--- config.mk ---
export PLATFORM = sky130hd
export DESIGN_NAME = mc_controller_flat
export DESIGN_NICKNAME = d
export VERILOG_FILES = /design/src/rtl/mc_controller_if.sv /design/src/rtl/mc_controller.sv /design/src/flat_wrapper.sv
export SDC_FILE = /design/constraint.sdc
export NUM_CORES = 1
export LEC_CHECK = 0
export CORE_MARGIN = 2
export CORE_UTILIZATION = 32
export DETAILED_ROUTE_END_ITERATION = 12
export PLACE_DENSITY = 0.75
export SLEW_MARGIN = 15
export SYNTH_ARGS = -nofsm -noshare
export SYNTH_HDL_FRONTEND = slang
export SYNTH_SLANG_ARGS = --single-unit
--- constraint.sdc ---
create_clock -name clk -period 1.2 [get_ports clk]
set_clock_uncertainty 0.05 [all_clocks]
set_input_delay 0.12 -clock clk [delete_from_list [all_inputs] [get_ports clk]]
set_output_delay 0.12 -clock clk [all_outputs]
set_load 0.02 [all_outputs]
--- src/rtl/mc_controller_if.sv ---
// mc_controller_if
//   Bundles the signals between the multicycle control unit and the datapath.
//   The instruction fields and Zero flow into the controller. Every mux select,
//   write enable and the debug state flow out of it.
//   master : controller side (consumes instruction fields, drives controls)
//   slave  : datapath side (drives instruction fields, consumes controls)
//   Signals:
//     op[6:0], funct3[2:0], funct7b5, Zero        instruction fields / ALU flag
//     ImmSrc[2:0]                                 immediate extender select
//     PCWrite, AdrSrc, MemWrite, IRWrite          PC / memory / IR controls
//     ResultSrc[1:0], ALUSrcA[1:0], ALUSrcB[1:0]  datapath mux selects
//     ALUControl[2:0], RegWrite                   ALU op, register file write
//     IllegalInstr                                unsupported opcode pulse
//     state[STATE_W-1:0]                          current controller state (debug)
interface mc_controller_if #(
  parameter int STATE_W = 4
);
  logic [6:0]         op;
  logic [2:0]         funct3;
  logic               funct7b5;
  logic               Zero;
  logic [2:0]         ImmSrc;
  logic               PCWrite;
  logic               AdrSrc;
  logic               MemWrite;
  logic               IRWrite;
  logic [1:0]         ResultSrc;
  logic [1:0]         ALUSrcA;
  logic [1:0]         ALUSrcB;
  logic [2:0]         ALUControl;
  logic               RegWrite;
  logic               IllegalInstr;
  logic [STATE_W-1:0] state;

  modport master (
    input  op, funct3, funct7b5, Zero,
    output ImmSrc, PCWrite, AdrSrc, MemWrite, IRWrite, ResultSrc,
           ALUSrcA, ALUSrcB, ALUControl, RegWrite, IllegalInstr, state
  );

  modport slave (
    output op, funct3, funct7b5, Zero,
    input  ImmSrc, PCWrite, AdrSrc, MemWrite, IRWrite, ResultSrc,
           ALUSrcA, ALUSrcB, ALUControl, RegWrite, IllegalInstr, state
  );
endinterface

--- src/rtl/mc_controller.sv ---
// mc_controller
//   Multicycle main control unit for an RV32I core. It steps each instruction
//   through fetch, decode, execute, memory and writeback, sharing one ALU, one
//   memory port and one immediate extender.
//   Ports:
//     clk    : clock, rising edge
//     reset  : synchronous, active-high; the next state is FETCH
//     bus    : mc_controller_if.master (instruction fields in, controls out)
//   Optional feature, macro MC_UPPER_IMM_EN:
//     defined   - lui/auipc execute via the UPPER state, ImmSrc 100
//     undefined - lui/auipc are illegal opcodes, ImmSrc 000
module mc_controller #(
  parameter int STATE_W = 4
) (
  input  logic           clk,
  input  logic           reset,
  mc_controller_if.master bus
);

  typedef enum logic [3:0] {
    S_FETCH    = 4'd0,
    S_DECODE   = 4'd1,
    S_MEMADR   = 4'd2,
    S_MEMREAD  = 4'd3,
    S_MEMWB    = 4'd4,
    S_MEMWRITE = 4'd5,
    S_EXECR    = 4'd6,
    S_EXECI    = 4'd7,
    S_ALUWB    = 4'd8,
    S_BRANCH   = 4'd9,
`ifdef MC_UPPER_IMM_EN
    S_JAL      = 4'd10,
    S_UPPER    = 4'd11
`else
    S_JAL      = 4'd10
`endif
  } state_t;

  state_t     state_q, state_d;
  state_t     cur;
  logic       pc_update, branch, taken;
  logic       adr_src, ir_write, mem_write, reg_write, illegal;
  logic [1:0] result_src, alu_src_a, alu_src_b, alu_op;
  logic [2:0] imm_src, alu_ctrl;

  always_ff @(posedge clk) begin
    if (reset) state_q <= S_FETCH;
    else       state_q <= state_d;
  end

  // Outputs are decoded as if in FETCH while reset is high, so the datapath
  // sees the FETCH selects and the enables are forced low further down.
  always_comb begin
    state_d    = state_q;
    cur        = reset ? S_FETCH : state_q;
    pc_update  = 1'b0;
    branch     = 1'b0;
    adr_src    = 1'b0;
    ir_write   = 1'b0;
    mem_write  = 1'b0;
    reg_write  = 1'b0;
    illegal    = 1'b0;
    result_src = 2'b00;
    alu_src_a  = 2'b00;
    alu_src_b  = 2'b00;
    alu_op     = 2'b00;
    case (cur)
      S_FETCH: begin
        ir_write   = 1'b1;
        alu_src_b  = 2'b10;
        result_src = 2'b10;
        pc_update  = 1'b1;
        state_d    = S_DECODE;
      end
      S_DECODE: begin
        // ALU precomputes the branch target OldPC + imm
        alu_src_a = 2'b01;
        alu_src_b = 2'b01;
        case (bus.op)
          7'b0000011, 7'b0100011: state_d = S_MEMADR;
          7'b0110011:             state_d = S_EXECR;
          7'b0010011:             state_d = S_EXECI;
          7'b1100011:             state_d = S_BRANCH;
          7'b1101111:             state_d = S_JAL;
`ifdef MC_UPPER_IMM_EN
          7'b0110111, 7'b0010111: state_d = S_UPPER;
`endif
          default: begin
            illegal = 1'b1;
            state_d = S_FETCH;
          end
        endcase
      end
      S_MEMADR: begin
        alu_src_a = 2'b10;
        alu_src_b = 2'b01;
        state_d   = bus.op[5] ? S_MEMWRITE : S_MEMREAD;
      end
      S_MEMREAD: begin
        adr_src = 1'b1;
        state_d = S_MEMWB;
      end
      S_MEMWB: begin
        result_src = 2'b01;
        reg_write  = 1'b1;
        state_d    = S_FETCH;
      end
      S_MEMWRITE: begin
        adr_src   = 1'b1;
        mem_write = 1'b1;
        state_d   = S_FETCH;
      end
      S_EXECR: begin
        alu_src_a = 2'b10;
        alu_op    = 2'b10;
        state_d   = S_ALUWB;
      end
      S_EXECI: begin
        alu_src_a = 2'b10;
        alu_src_b = 2'b01;
        alu_op    = 2'b10;
        state_d   = S_ALUWB;
      end
      S_ALUWB: begin
        reg_write = 1'b1;
        state_d   = S_FETCH;
      end
      S_BRANCH: begin
        alu_src_a = 2'b10;
        alu_op    = 2'b01;
        branch    = 1'b1;
        state_d   = S_FETCH;
      end
      S_JAL: begin
        // ALU forms the link address OldPC + 4 while PC takes the target
        alu_src_a = 2'b01;
        alu_src_b = 2'b10;
        pc_update = 1'b1;
        state_d   = S_ALUWB;
      end
`ifdef MC_UPPER_IMM_EN
      S_UPPER: begin
        // lui adds the immediate to zero, auipc adds it to OldPC
        alu_src_a = bus.op[5] ? 2'b11 : 2'b01;
        alu_src_b = 2'b01;
        state_d   = S_ALUWB;
      end
`endif
      default: state_d = S_FETCH;
    endcase
    if (reset) begin
      pc_update = 1'b0;
      branch    = 1'b0;
      ir_write  = 1'b0;
      mem_write = 1'b0;
      reg_write = 1'b0;
      illegal   = 1'b0;
    end
  end

  always_comb begin
    case (bus.op)
      7'b0100011: imm_src = 3'b001;
      7'b1100011: imm_src = 3'b010;
      7'b1101111: imm_src = 3'b011;
`ifdef MC_UPPER_IMM_EN
      7'b0110111, 7'b0010111: imm_src = 3'b100;
`endif
      default:    imm_src = 3'b000;
    endcase
  end

  always_comb begin
    case (alu_op)
      2'b00: alu_ctrl = 3'b000;
      2'b01: alu_ctrl = 3'b001;
      default: begin
        case (bus.funct3)
          // Only R-type (op[5]=1) uses funct7b5 to select sub
          3'b000:  alu_ctrl = (bus.op[5] & bus.funct7b5) ? 3'b001 : 3'b000;
          3'b010:  alu_ctrl = 3'b101;
          3'b110:  alu_ctrl = 3'b011;
          3'b111:  alu_ctrl = 3'b010;
          default: alu_ctrl = 3'b000;
        endcase
      end
    endcase
  end

  // beq branches on Zero, bne on !Zero
  assign taken = bus.Zero ^ bus.funct3[0];

  assign bus.ImmSrc       = imm_src;
  assign bus.PCWrite      = pc_update | (branch & taken);
  assign bus.AdrSrc       = adr_src;
  assign bus.MemWrite     = mem_write;
  assign bus.IRWrite      = ir_write;
  assign bus.ResultSrc    = result_src;
  assign bus.ALUSrcA      = alu_src_a;
  assign bus.ALUSrcB      = alu_src_b;
  assign bus.ALUControl   = alu_ctrl;
  assign bus.RegWrite     = reg_write;
  assign bus.IllegalInstr = illegal;
  assign bus.state        = STATE_W'(state_q);

endmodule

--- src/flat_wrapper.sv ---
// flat-port wrapper written by rule: the top's interface ports become plain ports
module mc_controller_flat 
#(
  parameter int STATE_W = 4
)
  (clk, reset, bus_op, bus_funct3, bus_funct7b5, bus_Zero, bus_ImmSrc, bus_PCWrite, bus_AdrSrc, bus_MemWrite, bus_IRWrite, bus_ResultSrc, bus_ALUSrcA, bus_ALUSrcB, bus_ALUControl, bus_RegWrite, bus_IllegalInstr, bus_state);
  mc_controller_if #(.STATE_W(STATE_W)) bus_i ();
  input  logic clk;
  input  logic reset;
  input wire logic [$bits(bus_i.op)-1:0] bus_op;
  input wire logic [$bits(bus_i.funct3)-1:0] bus_funct3;
  input wire logic [$bits(bus_i.funct7b5)-1:0] bus_funct7b5;
  input wire logic [$bits(bus_i.Zero)-1:0] bus_Zero;
  output wire logic [$bits(bus_i.ImmSrc)-1:0] bus_ImmSrc;
  output wire logic [$bits(bus_i.PCWrite)-1:0] bus_PCWrite;
  output wire logic [$bits(bus_i.AdrSrc)-1:0] bus_AdrSrc;
  output wire logic [$bits(bus_i.MemWrite)-1:0] bus_MemWrite;
  output wire logic [$bits(bus_i.IRWrite)-1:0] bus_IRWrite;
  output wire logic [$bits(bus_i.ResultSrc)-1:0] bus_ResultSrc;
  output wire logic [$bits(bus_i.ALUSrcA)-1:0] bus_ALUSrcA;
  output wire logic [$bits(bus_i.ALUSrcB)-1:0] bus_ALUSrcB;
  output wire logic [$bits(bus_i.ALUControl)-1:0] bus_ALUControl;
  output wire logic [$bits(bus_i.RegWrite)-1:0] bus_RegWrite;
  output wire logic [$bits(bus_i.IllegalInstr)-1:0] bus_IllegalInstr;
  output wire logic [$bits(bus_i.state)-1:0] bus_state;
  assign bus_i.op = bus_op;
  assign bus_i.funct3 = bus_funct3;
  assign bus_i.funct7b5 = bus_funct7b5;
  assign bus_i.Zero = bus_Zero;
  assign bus_ImmSrc = bus_i.ImmSrc;
  assign bus_PCWrite = bus_i.PCWrite;
  assign bus_AdrSrc = bus_i.AdrSrc;
  assign bus_MemWrite = bus_i.MemWrite;
  assign bus_IRWrite = bus_i.IRWrite;
  assign bus_ResultSrc = bus_i.ResultSrc;
  assign bus_ALUSrcA = bus_i.ALUSrcA;
  assign bus_ALUSrcB = bus_i.ALUSrcB;
  assign bus_ALUControl = bus_i.ALUControl;
  assign bus_RegWrite = bus_i.RegWrite;
  assign bus_IllegalInstr = bus_i.IllegalInstr;
  assign bus_state = bus_i.state;
  mc_controller #(.STATE_W(STATE_W)) u_core (.clk(clk), .reset(reset), .bus(bus_i));
endmodule
==> results of run 1 <==
-- per-layer routing --
layer  part of all wire (%)  track usage, %  wire length (um)  up-vias
li1                       -               -                 -      442
met1                     38            33.3              1240      464
met2                     53            52.2              1760       51
met3                    5.2            6.35               170       14
met4                    3.6            11.4               117        0
met5                      0               0                 0        -
-- how the worst max path moves through the flow --
| stage | depth (start not counted) | slack (ns) | to | start |
|---|---|---|---|---|
| after global routing | 3 | -0.52 | bus_IllegalInstr | u_core.bus.state[3]$_SDFF_PP0_ |
| final | 3 | -0.50 | bus_IllegalInstr | u_core.bus.state[2]$_SDFF_PP0_ |
| after CTS | 4 | -0.48 | bus_PCWrite | u_core.bus.state[1]$_SDFF_PP0_ |
| after detailed placement | 5 | -0.94 | bus_IllegalInstr | reset |
| after floorplan | 3 | -0.26 | bus_IllegalInstr | u_core.bus.state[1]$_SDFF_PP0_ |
| after global placement | 5 | -0.92 | bus_IllegalInstr | reset |
-- cells by family after synthesis --
| family | Yosys count | synth area share (%) |
|---|---|---|
| buf+inv | 10 | 10.4 |
| flops | 4 | 14.2 |
| compound gates | 17 | 21.2 |
| simple gates | 41 | 45.4 |
| other cells | 1 | 0.663 |
| mux | 1 | 1.99 |
| xor+xnor | 4 | 6.20 |
-- power groups by stage --
| stage | clock network [mW] | registers, mW | logic [mW] |
|---|---|---|---|
| 3_3_place_gp | 0 | 0.139 | 0.284 |
| 3_5_place_dp | 0 | 0.139 | 0.290 |
| 5_1_grt | 0.225 | 0.137 | 0.377 |
| 6_report | 0.211 | 0.137 | 0.362 |
| 4_1_cts | 0.212 | 0.138 | 0.332 |
| 2_1_floorplan | 0 | 0.142 | 0.126 |
-- placed cells by master (no fill, tap or decap), types with 3 or more instances in the layout --
cell type / instances
buf_2: 7
clkdlybuf4s50_1: 5
and3b_1: 3
buf_4: 34
a21oi_2: 3
dfxtp_4: 4
clkbuf_4: 3
inv_1: 3
nand2_1: 3
and4_1: 3
nor3_2: 4
nor2_1: 3
buf_6: 21
-- through the flow --
step | instances | utilization [%] | hold WS (ns) | instance area [um2]
floorplan | 78 | - | 0.224 | 723
global placement | 155 | 74.7 | 0.506 | 1260
detailed placement | 155 | 74.7 | 0.517 | 1260
CTS | 166 | 87.8 | 0.322 | 1480
global route | 167 | 91.0 | 0.222 | 1540
finish | 167 | 91.0 | 0.211 | 1540
-- layout make-up --
type	instances	share of cell area, %
inverter	3	0.732
tap	17	1.38
multi-input combinational	64	45.3
sequential	4	6.18
clock buffer	4	1.71
timing repair buffer	75	44.7
-- critical path: stages, from the launching register on --
cell,delay [ns]
dfxtp_4,0.36
or4_4,0.57
a41oi_4,0.20
buf_6,0.14
-- repair_timing --
| action | in CTS | in global routing |
|---|---|---|
| pin swaps | 15 | 10 |
| cloned | 1 | 0 |
| gates resized for setup | 162 | 20 |
| endpoints found under the setup margin | 25 | 25 |
| buffers inserted | 6 | 2 |
==> flow_metrics.py, run 1 <==
metrics = {
    "run_status": {
        "status": "finished, violations left",
        "violations": "setup timing",
    },
    "setup_path": {
        "critical_path.startpoint_type": "flip-flop",
        "rr_endpoint": "u_core.bus.state[3]$_SDFF_PP0_",
        "crit-reg2reg-launch": "u_core.bus.state[2]$_SDFF_PP0_",
        "critPathMaxFanout": 3,
        "path_class": "flip-flop to primary output",
        "reg2regPathDepth": 5,
        "cp-end-kind": "primary output",
        "crit_required_ns": 1.03,
        "cp.arrival_ns": 1.53,
        "ff2ff_setup_slack_ns": -0.20,
    },
    "logic_synthesis": {
        "yosys-top-cells-area": "dfxtp_1 (14%), and4_1 (6.2%), nor3_1 (5.3%)",
        "syn_avg_cell_area_um2": 7.25,
        "syn_inst": 78,
        "synth_top_area_share_pct": 14.2,
        "synthFlopType": "dfxtp_1",
        "synth_commonest_cells": "nor2_1 (6), nor3_1 (6), a21oi_1 (5)",
        "ys_seq_elements": 4,
        "ys_seq_area_share_pct": 14.2,
        "synth_edf_count": 0,
        "yosysUniqueCellTypes": 36,
        "syn_area_um2": 566,
        "syn_nets": 92,
        "synth_top_cell_by_area": "dfxtp_1",
        "yosys_warnings": 0,
        "synth_async_sr_flop_share_pct": 0,
    },
    "pwr": {
        "p_seq_share_pct": 19.3,
        "comb_power_share_pct": 51.0,
        "p_leak_nw": 0.662,
        "switchingPower_mw": 0.260,
        "power.internal_mw": 0.451,
        "max-vdd-ir-drop_mv": 0.471,
        "power_density_mw_per_mm2": 462,
        "clockPowerShare_pct": 29.7,
        "finalPower_mw": 0.710,
        "swShare_pct": 36.5,
    },
    "clock_tree": {
        "root_buffer": "clkbuf_4",
        "htreeDepth": 1,
        "cts-hold-fix-buffers": 0,
        "clkSlewWorstSetupHoldPaths_ns": 0.05,
        "cts.sink_count": 4,
        "cts_buffers": 3,
        "clk_path_buf_depth": 2,
        "clk_latency_ns": 0.26,
        "cts_tree": "yes",
    },
    "floorplanning": {
        "coreArea_mm2": 0.00169,
        "die_w_um": 46.0,
        "rows": 15,
        "io_pins": 36,
        "die_area_mm2": 0.00212,
        "initial_core_util_pct": 33.5,
        "die_y_um": 46.0,
    },
    "grt": {
        "antenna_found_initial": 0,
        "grt_max_degree": 8,
        "grt_overflow": 0,
        "grt_pass1_wl_mm": 4.33,
        "grt_pass1_vias": 941,
        "grt_usage_pct": 29.3,
    },
    "drt": {
        "drtIter0Drc": 29,
        "wl_mm": 3.29,
        "route.detailed.drc": 0,
        "wl_per_cell_um": 19.7,
        "vias": 971,
        "drt.antenna.violating_nets": 0,
        "drt_pre_antenna_iters": 4,
        "vias_per_cell": 5.81,
    },
    "hold_path": {
        "min_from": "bus_op[5]",
        "holdPathEnd": "u_core.bus.state[1]$_SDFF_PP0_",
        "hp-class": "input port to flip-flop",
        "hold_depth": 3,
    },
    "finish": {
        "drive_above_1_share_pct": 72.0,
        "final_net_count": 165,
        "layout.area.seq_um2": 95.1,
        "area_delta_synth_final_pct": 172,
        "fillerInstances": 71,
        "diodes": 0,
        "largest_reg_flops": 4,
        "multiInputGateArea_um2": 697,
    },
    "sta": {
        "rsz0062_at_grt": "true",
        "post-route-period-util_pct": 142,
        "setup_tns_ns": -6.18,
        "fin_crit_ns": 1.70,
        "hold_viol": 0,
        "setup_violations": 21,
        "fmax_mhz": 587,
        "layout_setup_ws_ns": -0.503,
        "finalMaxSlewViolations": 0,
    },
    "placed_design": {
        "portBuffers": 34,
        "finalWeightedCongestion": 0.850,
        "preCtsSetupSlack_ns": -0.937,
        "dpl.hpwl_mm": 1.75,
    },
    "run": {
        "maxCapViolations": 0,
    },
}
(Power assumes the default switching activity.)
==> inputs of run 2 (changes only) <==
==> constraint.sdc (replaced) <==
create_clock -name clk -period 1.2 [get_ports clk]
set_clock_uncertainty 0.05 [all_clocks]
set_input_delay 0.12 -clock clk [delete_from_list [all_inputs] [get_ports clk]]
set_output_delay 0.12 -clock clk [all_outputs]
set_load 0.05 [all_outputs]
==> flow_metrics.py, run 2 <==
metrics = {
    "logic_synthesis": {
        "syn_inst": 78,
        "synth-xor-area-share_pct": 6.19,
        "synth_async_sr_flop_share_pct": 0,
        "yosysUniqueCellTypes": 36,
        "ys_seq_area_share_pct": 14.2,
        "synthAdderAreaFrac_pct": 0,
        "synth_edf_count": 0,
        "synth_top_family_by_area": "simple AND/OR/NAND/NOR gates",
        "synth_commonest_cells": "nor2_1 (6), nor3_1 (6), a21oi_1 (5)",
        "ys_seq_elements": 4,
        "synthMuxAreaShare_pct": 1.99,
        "syn_area_um2": 566,
        "syn_avg_cell_area_um2": 7.25,
        "synthFlopType": "dfxtp_1",
        "synth-simple-area-share_pct": 45.4,
        "synth_compound_area_share_pct": 21.2,
        "synth_top_cell_by_area": "dfxtp_1",
        "yosys_warnings": 0,
        "yosys-top-cells-area": "dfxtp_1 (14%), and4_1 (6.2%), nor3_1 (5.3%)",
        "syn_nets": 92,
        "synth_top_area_share_pct": 14.2,
    },
    "run_status": {
        "firstError": "[ERROR DPL-0038] Utilization greater than 100%, impossible to legalize",
        "status": "aborted with a tool error",
        "lastStage": "clock tree synthesis",
    },
    "clock_tree": {
        "root_buffer": "clkbuf_4",
        "cts.sink_count": 4,
        "cts_resized": 64,
        "cts_buffers": 3,
        "clk_path_buf_depth": 2,
        "cts-hold-fix-buffers": 0,
        "htreeDepth": 1,
        "cts_setup_buffers": 12,
    },
    "floorplanning": {
        "initial_core_util_pct": 33.5,
        "die_y_um": 46.0,
        "io_pins": 36,
        "die_w_um": 46.0,
        "rows": 15,
    },
    "placed_design": {
        "finalWeightedCongestion": 0.821,
        "portBuffers": 34,
        "dpl.hpwl_mm": 2.37,
    },
}
==> run 2: kinds of logic after synthesis <==
logic type	Yosys count
AOI/OAI and AO/OA	17
xor gates and xnor gates	4
buffers and inverters	10
DFF	4
muxes	1
other	1
and+or+nand+nor	41
==> run 2: through the flow <==
step           area, um2  cells  setup slack [ns]
2_1_floorplan        786     78            -0.507
3_3_place_gp        1540    155            -0.502
3_5_place_dp        1540    155            -0.596
==> inputs of run 3 (changes only) <==
--- a/config.mk
+++ b/config.mk
@@ -5,10 +5,10 @@
 export SDC_FILE = /design/constraint.sdc
 export NUM_CORES = 1
 export LEC_CHECK = 0
-export CORE_MARGIN = 2
-export CORE_UTILIZATION = 32
+export CORE_AREA = 2 2 63 65
 export DETAILED_ROUTE_END_ITERATION = 12
-export PLACE_DENSITY = 0.75
+export DIE_AREA = 0 0 65 67
+export PLACE_DENSITY_LB_ADDON = 0.15
 export SLEW_MARGIN = 15
 export SYNTH_ARGS = -nofsm -noshare
 export SYNTH_HDL_FRONTEND = slang
==> constraint.sdc (replaced) <==
create_clock -name clk -period 1.6 [get_ports clk]
set_clock_uncertainty 0.05 [all_clocks]
set_input_delay 0.16 -clock clk [delete_from_list [all_inputs] [get_ports clk]]
set_output_delay 0.16 -clock clk [all_outputs]
set_load 0.05 [all_outputs]
==> flow_metrics.py, run 3 (synthesis gave the netlist of run 1 again) <==
metrics = {
    "floorplanning": {
        "initial_core_util_pct": 15.7,
        "die_w_um": 65,
        "die_y_um": 67,
        "io_pins": 36,
        "rows": 22,
        "coreArea_mm2": 0.00361,
        "die_area_mm2": 0.00436,
    },
    "pwr": {
        "p_leak_nw": 0.652,
        "max-vdd-ir-drop_mv": 0.132,
        "power_density_mw_per_mm2": 369,
    },
    "setup_path": {
        "crit-reg2reg-launch": "u_core.bus.state[2]$_SDFF_PP0_",
        "path_class": "flip-flop to primary output",
        "cp.arrival_ns": 1.51,
        "reg2regPathDepth": 5,
        "crit_end": "bus_IllegalInstr",
        "crit_required_ns": 1.39,
        "ff2ff_setup_slack_ns": 0.22,
        "worstSetupStartpoint": "u_core.bus.state[1]$_SDFF_PP0_",
        "critPathMaxStageDelay_ns": 0.56,
        "critPathMaxFanout": 4,
        "slowest_stage": "or4_4",
        "critical_path.startpoint_type": "flip-flop",
        "rr_endpoint": "u_core.bus.state[0]$_SDFF_PP0_",
        "crit_chain": "or4_4, a41oi_4, buf_12",
        "cp-end-kind": "primary output",
    },
    "finish": {
        "final_net_count": 153,
        "fillerInstances": 346,
        "utilization_pct": 46.9,
        "diodes": 0,
        "layout_commonest_cell": "buf_4",
        "largest_reg_flops": 4,
        "area_delta_synth_final_pct": 199,
        "final_cell_mix": "buf_4 (25), buf_12 (21), dlygate4sd2_1 (6), clkdlybuf4s50_1 (6)",
        "drive_above_1_share_pct": 65.0,
    },
    "grt": {
        "antenna_found_initial": 0,
        "grt_overflow": 0,
        "grt_pass1_vias": 769,
        "grt_max_degree": 11,
        "grt_pass1_wl_mm": 3.58,
        "grt_usage_pct": 10.7,
    },
    "hold_path": {
        "hp-class": "flip-flop to flip-flop",
    },
    "sta": {
        "hold_viol": 0,
        "post-route-period-util_pct": 108,
        "setup_violations": 4,
        "finalMaxSlewViolations": 0,
        "layout_setup_ws_ns": -0.125,
        "setup_tns_ns": -0.268,
        "fin_crit_ns": 1.72,
        "rsz0062_at_grt": "true",
        "fmax_mhz": 580,
    },
    "run_status": {
        "status": "finished, violations left",
        "violations": "setup timing",
    },
    "placed_design": {
        "finalWeightedCongestion": 0.769,
        "portBuffers": 34,
        "dpl.hpwl_mm": 1.69,
    },
    "clock_tree": {
        "root_buffer": "clkbuf_8",
        "cts_buffers": 3,
        "clkSlewWorstSetupHoldPaths_ns": 0.03,
        "cts.sink_count": 4,
        "cts_tree": "yes",
        "clk_latency_ns": 0.22,
        "htreeDepth": 1,
        "clk_path_buf_depth": 2,
        "cts-hold-fix-buffers": 0,
    },
    "run": {
        "maxCapViolations": 0,
    },
    "drt": {
        "wl_mm": 2.22,
        "drtIter0Drc": 15,
        "route.detailed.drc": 0,
        "vias_per_cell": 4.39,
        "drt.antenna.violating_nets": 0,
        "drt_pre_antenna_iters": 4,
        "vias": 813,
        "wl_per_cell_um": 12.0,
    },
}
## run 3: layer usage
| layer | part of all wire (%) | GRT usage, % | up-vias |
|---|---|---|---|
| met5 | 0 | 0 | - |
| met4 | 0.86 | 5.59 | 0 |
| met3 | 4.4 | 2.20 | 2 |
| met2 | 53 | 18.4 | 22 |
| met1 | 42 | 12.5 | 383 |
| li1 | - | - | 406 |
## run 3: cell type report
class                           count  area [um2]  share of cell area [%]
Inverter                            3        11.3                   0.665
Multi-Input combinational cell     64         707                    41.8
Sequential cell                     4        95.1                    5.62
Timing Repair Buffer               63         778                    46.0
Tap cell                           48        60.1                    3.55
Clock buffer                        3        41.3                    2.44
## run 3: how the worst min path moves through the flow
stage | cells past startpoint | slack (ns) | endpoint | start
global placement | 1 | 0.41 | u_core.bus.state[0]$_SDFF_PP0_ | u_core.bus.state[3]$_SDFF_PP0_
detailed placement | 1 | 0.41 | u_core.bus.state[0]$_SDFF_PP0_ | u_core.bus.state[3]$_SDFF_PP0_
finish | 1 | 0.43 | u_core.bus.state[0]$_SDFF_PP0_ | u_core.bus.state[3]$_SDFF_PP0_
global route | 1 | 0.44 | u_core.bus.state[0]$_SDFF_PP0_ | u_core.bus.state[3]$_SDFF_PP0_
CTS | 1 | 0.42 | u_core.bus.state[0]$_SDFF_PP0_ | u_core.bus.state[3]$_SDFF_PP0_
floorplan | 1 | 0.26 | u_core.bus.state[2]$_SDFF_PP0_ | bus_op[4]
## run 3: what timing repair did
action	4_1_cts	5_1_grt
pin swaps	7	7
resized for setup	19	15
buffers inserted	6	3
setup endpoints to repair	14	13
cloned	0	0
## run 3: power breakdown
part           switching [mW]  internal (mW)  leakage (nW)
clock                  0.0510          0.160        0.0216
combinational           0.153          0.158         0.595
sequential            0.00528         0.0979        0.0355
total                   0.209          0.416         0.652
## run 3: worst max-delay path, delay by kind of cell, from the launching register on
kind                   cells  cell delay (ns)
AO/OA/AOI/OAI              1             0.23
flip-flops                 1             0.34
buffers and inverters      1             0.17
AND/OR/NAND/NOR            1             0.56
## run 3: stage by stage
stage                     worst slack, ns  hold WS (ns)  area, um2  total power, mW  std cells
after global routing               -0.164         0.442       1690            0.659        185
after floorplan                    -0.147         0.264        739            0.241         78
after CTS                          -0.132         0.424       1610            0.623        183
after detailed placement           -0.217         0.408       1440            0.392        174
final                              -0.125         0.427       1690            0.625        185
after global placement             -0.216         0.406       1440            0.392        174
==> inputs of run 4 (changes only) <==
--- a/config.mk
+++ b/config.mk
@@ -5,6 +5,7 @@
 export SDC_FILE = /design/constraint.sdc
 export NUM_CORES = 1
 export LEC_CHECK = 0
+export ABC_AREA = 1
 export CORE_AREA = 2 2 63 65
 export DETAILED_ROUTE_END_ITERATION = 12
 export DIE_AREA = 0 0 65 67
==> flow_metrics.py, run 4 <==
metrics = {
    "pwr": {
        "switchingPower_mw": 0.187,
        "power_density_mw_per_mm2": 382,
        "p_leak_nw": 0.744,
        "max-vdd-ir-drop_mv": 0.122,
        "comb_power_share_pct": 44.8,
        "clockPowerShare_pct": 36.5,
        "power.internal_mw": 0.383,
        "swShare_pct": 32.8,
        "p_seq_share_pct": 18.7,
    },
    "setup_path": {
        "cp-end-kind": "primary output",
        "critical_path.startpoint_type": "input port",
        "critPathMaxFanout": 3,
        "critPathBufInv": 4,
        "crit_chain": "clkdlybuf4s50_1, nand3_1, buf_4, o21ai_4, buf_6, buf_12",
        "path_class": "input port to primary output",
        "crit_required_ns": 1.39,
        "slowest_stage": "clkdlybuf4s50_1",
        "crit_family": "buffers and inverters",
        "critPathMaxStageDelay_ns": 0.47,
        "cp.arrival_ns": 1.34,
        "worstSetupStartpoint": "bus_op[0]",
        "crit-reg2reg-launch": "u_core.bus.state[0]$_SDFF_PP0_",
    },
    "logic_synthesis": {
        "ys_seq_elements": 4,
        "synth_commonest_cells": "nand2_1 (22), inv_1 (10), nand3_1 (10)",
        "synthMuxAreaShare_pct": 0,
        "synthFlopType": "dfxtp_1",
        "synthAdderAreaFrac_pct": 0,
        "syn_avg_cell_area_um2": 6.26,
        "syn_inst": 91,
        "yosys_warnings": 0,
        "synth_top_family_by_area": "simple AND/OR/NAND/NOR gates",
        "syn_nets": 105,
        "syn_area_um2": 569,
        "synth.most_common_cell": "nand2_1",
        "yosysUniqueCellTypes": 26,
        "ys_seq_area_share_pct": 14.1,
        "synth_top_area_share_pct": 14.5,
        "synth_async_sr_flop_share_pct": 0,
        "synth-xor-area-share_pct": 1.54,
        "synth-simple-area-share_pct": 65.5,
        "synth_edf_count": 0,
        "synth_compound_area_share_pct": 5.27,
        "synth_top_cell_by_area": "nand2_1",
        "yosys-top-cells-area": "nand2_1 (15%), dfxtp_1 (14%), nand3_1 (8.8%)",
    },
    "sta": {
        "whs_ns": 0.290,
        "hold_viol": 0,
        "fmax_mhz": 645,
        "setup_violations": 0,
        "fin_crit_ns": 1.55,
        "finalMaxSlewViolations": 0,
        "post-route-period-util_pct": 96.9,
        "layout_setup_ws_ns": 0.0503,
    },
    "clock_tree": {
        "root_buffer": "clkbuf_8",
        "clk_path_buf_depth": 2,
        "cts.sink_count": 4,
        "clk_latency_ns": 0.21,
        "cts_tree": "yes",
        "cts_buffers": 3,
        "clkSlewWorstSetupHoldPaths_ns": 0.03,
        "htreeDepth": 1,
    },
    "finish": {
        "drive_above_1_share_pct": 60.3,
        "stdcell_area_mm2": 0.00149,
        "diodes": 0,
        "layout_commonest_cell": "buf_4",
        "final_cell_mix": "buf_4 (32), nand2_1 (17), buf_12 (17)",
        "largest_reg_flops": 4,
        "final_net_count": 172,
        "area_delta_synth_final_pct": 162,
    },
    "drt": {
        "vias": 767,
        "wl_per_cell_um": 10.5,
        "drt.antenna.violating_nets": 0,
        "drt_pre_antenna_iters": 4,
        "vias_per_cell": 3.76,
        "drtIter0Drc": 15,
        "route.detailed.drc": 0,
        "wl_mm": 2.13,
    },
    "floorplanning": {
        "coreArea_mm2": 0.00361,
        "die_area_mm2": 0.00436,
        "die_w_um": 65,
        "initial_core_util_pct": 15.8,
        "io_pins": 36,
        "die_y_um": 67,
        "rows": 22,
    },
    "grt": {
        "grt_overflow": 0,
        "grt_usage_pct": 10.3,
        "antenna_found_initial": 0,
        "grt_pass1_vias": 782,
        "grt_max_degree": 9,
        "grt_pass1_wl_mm": 3.39,
    },
    "placed_design": {
        "preCtsSetupSlack_ns": -0.172,
        "portBuffers": 34,
        "finalWeightedCongestion": 0.753,
        "dpl.hpwl_mm": 1.84,
        "placed_cell_area_mm2": 0.00136,
    },
    "hold_path": {
        "hp-class": "input port to flip-flop",
        "min_from": "bus_op[2]",
    },
    "run": {
        "maxCapViolations": 0,
    },
    "run_status": {
        "status": "finished, final reports clean",
    },
}
run 4: changes by cell type after synthesis, moves of 4 or more:
cell / change
inv_1: +7
nand3_1: +9
nand2_1: +18
and4_1: -4
nor3_1: -4
inv_2: +6
run 4: worst paths after layout:
| kind | endpoint | slack, ns | cells after the start |
|---|---|---|---|
| hold reg to reg | u_core.bus.state[1]$_SDFF_PP0_ | 0.68 | 4 |
| setup reg to reg | u_core.bus.state[3]$_SDFF_PP0_ | 0.36 | 7 |
| hold / removal | u_core.bus.state[0]$_SDFF_PP0_ | 0.29 | 4 |
| setup / recovery | bus_ImmSrc[1] | 0.05 | 6 |
run 4: worst reg2reg max path, stage by stage, from the launching register on:
cell and delay (ns):
dfxtp_2 0.39, nand2_2 0.11, nand2_1 0.12, nor2_4 0.05, buf_4 0.12, buf_4 0.12
nor2_1 0.08, nand2_1 0.08
run 4: through the flow:
step | utilization, % | power (mW) | setup TNS [ns] | std cells
3_3_place_gp | 37.7 | 0.358 | -1.58 | 196
4_1_cts | 40.3 | 0.578 | 0 | 201
2_1_floorplan | - | 0.224 | -0.0202 | 91
5_1_grt | 41.4 | 0.593 | -0.00121 | 204
6_report | 41.4 | 0.570 | 0 | 204
3_5_place_dp | 37.7 | 0.360 | -1.72 | 196
run 4: timing repair:
item / 4_1_cts / 5_1_grt
setup buffers: 2 / 3
pin swaps: 4 / 3
endpoints found under the setup margin: 17 / 8
gates resized for setup: 14 / 7
hold buffers: 0 / 0
run 4: kinds of logic (layout without fill, tap and decap cells):
kind of cell | after synthesis | after routing
flops | 4 | 4
other cells | 1 | 1
simple gates | 61 | 61
buf+inv | 18 | 83
xor+xnor | 1 | 1
compound gates | 6 | 6
run 4: cell type report:
class / count / area (um2)
Inverter: 17 / 68.8
Fill cell: 355 / 2110
Timing Repair Buffer: 63 / 727
Sequential cell: 4 / 87.6
Clock buffer: 3 / 41.3
Tap cell: 48 / 60.1
Multi-Input combinational cell: 69 / 509
run 4: routing by layer:
metal | wire length [um] | vias up | GRT usage (%)
li1 | - | 414 | -
met1 | 784 | 326 | 9.76
met2 | 1220 | 25 | 20.4
met3 | 109 | 2 | 1.86
met4 | 19 | 0 | 6.12
met5 | 0 | - | 0
run 4: power groups by stage:
stage / logic (mW) / clock network [mW] / registers (mW)
2_1_floorplan: 0.108 / 0 / 0.117
3_3_place_gp: 0.249 / 0 / 0.109
3_5_place_dp: 0.251 / 0 / 0.109
4_1_cts: 0.255 / 0.215 / 0.108
5_1_grt: 0.270 / 0.216 / 0.107
6_report: 0.255 / 0.208 / 0.107
